`src/rtl/imem_fetch_ctrl.sv`:
```
// rtl/imem_fetch_ctrl.sv - instruction fetch sequencer with fetch queue and redirect handling
// Optional misaligned-redirect trap: FETCH_MISALIGN_TRAP_EN
module imem_fetch_ctrl #(
  parameter logic [31:0] RESET_PC = 32'h0000_0000,
  parameter int          FQ_DEPTH = 2
) (
  input  logic        clk,
  input  logic        reset,
  input  logic        fetch_en,
  output logic [31:0] imem_addr,
  input  logic [31:0] imem_rdata,
  input  logic        redirect_valid,
  input  logic [31:0] redirect_pc,
  output logic        out_valid,
  output logic [31:0] out_instr,
  output logic [31:0] out_pc,
  input  logic        out_ready,
  output logic        misalign_err
);

  localparam int PW = $clog2(FQ_DEPTH);
  localparam int CW = $clog2(FQ_DEPTH + 1);

  logic [31:0]   fetch_pc;
  logic [PW-1:0] head;
  logic [PW-1:0] tail;
  logic [CW-1:0] count;
  logic [63:0]   fq [FQ_DEPTH];
  logic          halted;
  logic          pop;
  logic          push;
  logic          fq_full;
  logic [31:0]   redirect_tgt;

  assign redirect_tgt = redirect_pc & 32'hFFFF_FFFC;
  assign fq_full      = (count == CW'(FQ_DEPTH));
  assign imem_addr    = fetch_pc;
  assign out_valid    = (count != '0) && !redirect_valid;
  assign pop          = out_valid && out_ready;
  assign push         = fetch_en && !redirect_valid && !halted && (!fq_full || pop);
  assign {out_pc, out_instr} = fq[head];

`ifdef FETCH_MISALIGN_TRAP_EN
  // The error flag doubles as the fetch halt; only a redirect can change either.
  logic trap_q;

  always_ff @(posedge clk or posedge reset) begin
    if (reset) begin
      trap_q <= 1'b0;
    end else if (redirect_valid) begin
      trap_q <= (redirect_pc[1:0] != 2'b00);
    end
  end

  assign halted       = trap_q;
  assign misalign_err = trap_q;
`else
  assign halted       = 1'b0;
  assign misalign_err = 1'b0;
`endif

  always_ff @(posedge clk or posedge reset) begin
    if (reset) begin
      fetch_pc <= RESET_PC;
      head     <= '0;
      tail     <= '0;
      count    <= '0;
    end else if (redirect_valid) begin
      fetch_pc <= redirect_tgt;
      head     <= '0;
      tail     <= '0;
      count    <= '0;
    end else begin
      if (push) begin
        tail     <= tail + 1'b1;
        fetch_pc <= fetch_pc + 32'd4;
      end
      if (pop) begin
        head <= head + 1'b1;
      end
      case ({push, pop})
        2'b10:   count <= count + 1'b1;
        2'b01:   count <= count - 1'b1;
        default: count <= count;
      endcase
    end
  end

  // Storage carries no reset; occupancy alone decides what is valid.
  always_ff @(posedge clk) begin
    if (push) begin
      fq[tail] <= {fetch_pc, imem_rdata};
    end
  end

endmodule

```
`config.mk`:
```
export PLATFORM = sky130hd
export DESIGN_NAME = imem_fetch_ctrl
export DESIGN_NICKNAME = d
export VERILOG_FILES = /design/src/rtl/imem_fetch_ctrl.sv
export SDC_FILE = /design/constraint.sdc
export NUM_CORES = 1
export LEC_CHECK = 0
export ABC_AREA = 1
export BUFFER_PORTS_ARGS = -buffer_cell sky130_fd_sc_hd__buf_2
export CAP_MARGIN = 20
export CORE_AREA = 3 3 146 148
export DETAILED_ROUTE_END_ITERATION = 8
export DIE_AREA = 0 0 149 151
export GPL_ROUTABILITY_DRIVEN = 1
export PLACE_DENSITY_LB_ADDON = 0.1
export SLEW_MARGIN = 20
export SYNTH_ARGS = -nofsm -noshare
export SYNTH_HDL_FRONTEND = slang
export SYNTH_SLANG_ARGS = --single-unit
```
`constraint.sdc`:
```
create_clock -name clk -period 9.9 [get_ports clk]
set_clock_uncertainty 0.05 [all_clocks]
set_input_delay 1.485 -clock clk [delete_from_list [all_inputs] [get_ports clk]]
set_output_delay 1.485 -clock clk [all_outputs]
set_load 0.005 [all_outputs]
```
==> flow_metrics.tcl, run 1 <==
set metrics [dict create \
    placementRows 52 \
    antenna_cells 0 \
    core_area_mm2 0.0202 \
    io_buffers 159 \
    worst_slew_pin_slew_ns 0.812 \
    ctsHoldBuffers 0 \
    yosys_register_bits 158 \
    first_global_vias 4953 \
    root_buffer "clkbuf_16" \
    wl_mm 16.6 \
    cp.arrival_ns 4.72 \
    die_x_um 149 \
    synth_top_area_cell "edfxtp_1" \
    grt_pass1_wl_mm 25.9 \
    yosysUniqueCellTypes 25 \
    syn_avg_cell_area_um2 11.3 \
    setup_viol 0 \
    ios 167 \
    die_y_um 151 \
    max-cap-violations 0 \
    utilization_pct 43.1 \
    tritoncts "done" \
    post_cts.repair.setup_buffers 0 \
    path_max_fanout 38 \
    synthArstFlopShare_pct 21.5 \
    cp-startpoint "redirect_valid" \
    fin_crit_ns 4.72 \
    hold_class "reg2reg" \
    die_area_mm2 0.0225 \
    crit_type "in2reg" \
    clock_path_buffers 2 \
    drc_errors 0 \
    cts-resized-gates 0 \
    synthToLayoutAreaGrowth_pct 23.8 \
    insertion_delay_ns 0.41 \
    grt_max_degree 41 \
    final_cell_area_mm2 0.00870 \
    synth_edf_count 124 \
    grtUsageTotal_pct 14.9 \
    slew_viol_final 0 \
    crit_path_end_kind "flop" \
    hpwl_mm 11.7 \
    relSlewSlack_pct 45.7 \
    r2r-start "count[0]$_DFFE_PP0P_" \
    cts_buffers 17 \
    syn_area_mm2 0.00703 \
    nets 857 \
    cp.required_ns 9.90 \
    grt-ovfl-total 0 \
    tns_ns 0 \
    power.density_mw_per_mm2 193 \
    synth_cells 622 \
    vias 4884 \
    yosysTopAreaCellShare_pct 53.0 \
    synth.area.top_cells "edfxtp_1 (53%), dfrtp_1 (12%), mux2_2 (9.9%)" \
    status "completed" \
    ys_top_cells_by_count "nand2_1 (184), edfxtp_1 (124), mux2_2 (62)" \
    timing.final.crit_share_pct 47.6 \
    vias_per_cell 4.56 \
    routedWlPerCell_um 15.5 \
    htreeDepth 4 \
    yosysSeqAreaShare_pct 65.1 \
    final_hold_viol_count 0 \
    synth_warnings 0 \
    firstDrtPassIters 4 \
    peakVddDrop_mv 0.104 \
    cp-start-kind "primary input" \
    rsz0062_at_grt "false" \
    clkTransAtPathRegs_ns 0.07 \
    ant_nets 0 \
    cts_sinks 158 \
    place_area_mm2 0.00810 \
    hold_path_startpoint "imem_addr[31]$_DFFE_PP0P_" \
    start_util_pct 34.8 \
    place_congestion 0.859 \
    drt_iter0_markers 251 \
    layout-drive-gt1-share_pct 33.8 \
    yosysMostFrequentCell "nand2_1" \
    fmax_mhz 212 \
    p_leak_nw 3.62 \
    ys.flop_type "edfxtp_1" \
    timing.hold.ws_ns 0.536 \
    antenna_found_initial 0 \
]
layout make-up:
type	count	area, um2
tap	270	338
sequential	158	4580
inverter	49	184
timing repair buffer	164	833
clock buffer	17	425
multi-input combinational	397	2170
fill	1974	11500
clock inverter	15	173
worst paths after layout:
| check | endpoint | slack (ns) | depth (start not counted) |
|---|---|---|---|
| worst max-delay path | fq[0][5]$_DFFE_PP_ | 5.18 | 7 |
| worst min-delay path | fq[1][63]$_DFFE_PP_ | 0.54 | 0 |
| worst max register to register | fq[0][5]$_DFFE_PP_ | 6.81 | 7 |
| worst min register to register | fq[1][63]$_DFFE_PP_ | 0.54 | 0 |
| max in group asynchronous | head$_DFFE_PP0P_ | 8.34 | 3 |
| min in group asynchronous | imem_addr[6]$_DFFE_PP0P_ | 1.12 | 3 |
kinds of logic after synthesis:
| logic type | synth area share [%] |
|---|---|
| AOI/OAI and AO/OA | 1.51 |
| buffers and inverters | 4.33 |
| and+or+nand+nor | 17.7 |
| DFF | 65.1 |
| muxes | 9.93 |
| adders and majority gates | 0.178 |
| xor gates and xnor gates | 1.25 |
| other | 0.0534 |
registers in the layout, summed over array words and instances, names as in the netlist:
register / count
imem_addr: 30
tail: 1
count: 2
head: 1
fq: 124
worst max-delay path: stages:
cell and delay (ns):
buf_2 0.32, inv_1 0.64, nand3_2 0.27, a21boi_4 0.72, nand2_1 0.16, inv_2 0.52, buf_4 0.56
power breakdown:
part | total [mW] | switching (mW) | leakage, nW | internal [mW]
Clock | 0.662 | 0.281 | 0.290 | 0.381
Sequential | 0.818 | 0.0478 | 1.55 | 0.771
Combinational | 0.199 | 0.106 | 1.78 | 0.0926
cell usage in the layout (no fill, tap or decap):
cell type,instances
clkinvlp_4,2
inv_6,5
or2_2,2
inv_8,4
nand2_2,2
nand2_1,184
o21ai_0,6
clkinv_1,1
nor2_2,2
buf_4,5
mux2_2,62
xnor2_1,3
inv_1,46
nor2_1,51
o21bai_1,5
buf_2,159
xor2_1,7
nand4_1,2
conb_1,5
nor2_4,1
ha_1,1
dfrtp_1,33
clkinv_2,1
nand3_1,59
edfxtp_1,124
a21oi_1,1
bufinv_16,2
dfrtp_2,1
clkbuf_16,17
inv_2,3
nand3_2,1
a21boi_4,1
o211ai_1,2
through the flow:
step / power (mW) / setup WS, ns / cells
2_1_floorplan: 0.938 / 4.56 / 626
5_1_grt: 1.76 / 4.86 / 1070
3_3_place_gp: 1.03 / 4.78 / 1038
3_5_place_dp: 1.04 / 4.67 / 1038
6_report: 1.68 / 5.18 / 1070
4_1_cts: 1.71 / 5.13 / 1070
routing by layer:
| layer | wire length [um] | GRT usage, % | part of all wire [%] |
|---|---|---|---|
| met3 | 794 | 3.53 | 4.8 |
| met1 | 7360 | 18.7 | 44 |
| met5 | 0 | 0 | 0 |
| met4 | 222 | 4.39 | 1.3 |
| met2 | 8260 | 25.8 | 50 |
Note: power is estimated with default switching activity, not from simulation.
==> inputs of run 2 (changes only) <==
clock period = 3.93 ns   (was 9.9 ns; I/O delays follow)
==> flow_metrics.tcl, run 2 (synthesis results as in run 1) <==
set metrics [dict create \
    status "completed" \
    p_int_mw 3.20 \
    cp_num_buf_inv 2 \
    root_buffer "clkbuf_16" \
    fin_crit_ns 2.72 \
    placementRows 52 \
    cts-resized-gates 0 \
    core_area_mm2 0.0202 \
    largest_register "fq" \
    combPwrFrac_pct 11.9 \
    cp_slowest_cell "dfrtp_2" \
    first_global_vias 5054 \
    peakVddDrop_mv 0.278 \
    drt_iter0_markers 252 \
    nets 859 \
    antenna_cells 0 \
    crit_type "reg2out" \
    slew_viol_final 0 \
    clock_path_buffers 2 \
    r2r-start "count[1]$_DFFE_PP0P_" \
    utilization_pct 43.5 \
    grt-ovfl-total 0 \
    crit_chain "buf_12 > mux2_2 > buf_2" \
    clkTransAtPathRegs_ns 0.06 \
    reg2reg_setup_slack_ns 1.87 \
    cp_top_family "flip-flops" \
    grt_pass1_wl_mm 26.4 \
    synthToLayoutAreaGrowth_pct 24.9 \
    drc_errors 0 \
    clockPowerShare_pct 40.1 \
    p_seq_share_pct 48.0 \
    fill_cells 1969 \
    cp.arrival_ns 2.09 \
    die_y_um 151 \
    fmax_mhz 367 \
    cts_buffers 17 \
    start_util_pct 34.8 \
    insertion_delay_ns 0.42 \
    power.density_mw_per_mm2 490 \
    multi_input_area_mm2 0.00217 \
    p_sw_share_pct 25.5 \
    setup_viol 0 \
    hpwl_mm 11.5 \
    routedWlPerCell_um 15.7 \
    cp.required_ns 3.29 \
    path_max_fanout 38 \
    most-common-layout-cells "nand2_1 (184), buf_2 (159), edfxtp_1 (124), mux2_2 (62), nand3_1 (59)" \
    max-cap-violations 0 \
    rsz0062_at_grt "false" \
    io_buffers 159 \
    cp-start-kind "flop" \
    ios 167 \
    worst_slew_pin_slew_ns 0.708 \
    die_area_mm2 0.0225 \
    cts_sinks 158 \
    post_cts.repair.setup_buffers 0 \
    finalWorstSetupSlack_ns 1.21 \
    tns_ns 0 \
    place_congestion 0.798 \
    hold_class "in2async" \
    wl_mm 16.9 \
    ctsHoldBuffers 0 \
    slowest_delay_ns 0.82 \
    grt_max_degree 63 \
    grtUsageTotal_pct 15.3 \
    p_leak_nw 3.66 \
    crit_path_end_kind "primary output" \
    largest_register_ffs 124 \
    layout-drive-gt1-share_pct 34.0 \
    firstDrtPassIters 4 \
    r2r_end "fq[1][16]$_DFFE_PP_" \
    timing.final.crit_share_pct 69.3 \
    register_area_mm2 0.00458 \
    vias_per_cell 4.59 \
    relSlewSlack_pct 52.8 \
    htreeDepth 4 \
    ant_nets 0 \
    tritoncts "done" \
    dp_slack_ns 1.29 \
    switchingPower_mw 1.10 \
    vias 4925 \
    die_x_um 149 \
    antenna_found_initial 0 \
    reg2reg_depth 7 \
    final_hold_viol_count 0 \
    final_common_cell "nand2_1" \
]
==> run 2: cell types whose count changed in the layout (fill, tap and decap cells not counted), sizes merged <==
cell      change
buf           +2
bufinv        +1
clkinvlp      -1
clkinv        +2
inv           -2
==> run 2: per-layer routing <==
layer	vias up	routed length [um]	global-route usage, %
met2	127	8230	25.5
met1	2363	7530	19.8
met3	13	914	4.19
li1	2422	-	-
met4	0	193	4.44
met5	-	0	0
==> run 2: power by group through the flow <==
stage / sequential (mW) / clock, mW / combinational [mW]
floorplan: 2.06 / 0 / 0.306
global placement: 2.10 / 0 / 0.515
detailed placement: 2.10 / 0 / 0.521
CTS: 2.07 / 1.78 / 0.524
global route: 2.09 / 1.85 / 0.579
finish: 2.06 / 1.72 / 0.512
==> run 2: through the flow <==
stage / hold slack (ns) / total power, mW / area, um2 / instances
final: 0.218 / 4.30 / 8780 / 1072
after global routing: 0.266 / 4.51 / 8780 / 1072
after CTS: 0.214 / 4.37 / 8780 / 1072
after detailed placement: 0.517 / 2.62 / 8160 / 1040
after global placement: 0.509 / 2.61 / 8160 / 1040
after floorplan: 0.475 / 2.36 / 7050 / 626
==> run 2: layout make-up <==
class / count / share of cell area (%)
sequential: 158 / 52.1
multi-input combinational: 397 / 24.8
clock inverter: 15 / 2.22
tap: 270 / 3.85
clock buffer: 17 / 4.85
inverter: 49 / 2.10
timing repair buffer: 166 / 10.1
==> run 2: tightest hold or removal path: cells and delay by family <==
kind	cells	cell delay, ns
buffers and inverters	3	0.53
==> run 2: worst max path at each step <==
stage	from	endpoint	slack (ns)	cells past startpoint
3_5_place_dp	redirect_valid	fq[1][21]$_DFFE_PP_	1.29	7
5_1_grt	head$_DFFE_PP0P_	out_pc[21]	1.06	3
3_3_place_gp	redirect_valid	fq[1][18]$_DFFE_PP_	1.34	7
4_1_cts	head$_DFFE_PP0P_	out_pc[27]	1.11	3
2_1_floorplan	redirect_valid	fq[1][0]$_DFFE_PP_	0.53	7
6_report	head$_DFFE_PP0P_	out_instr[13]	1.21	3
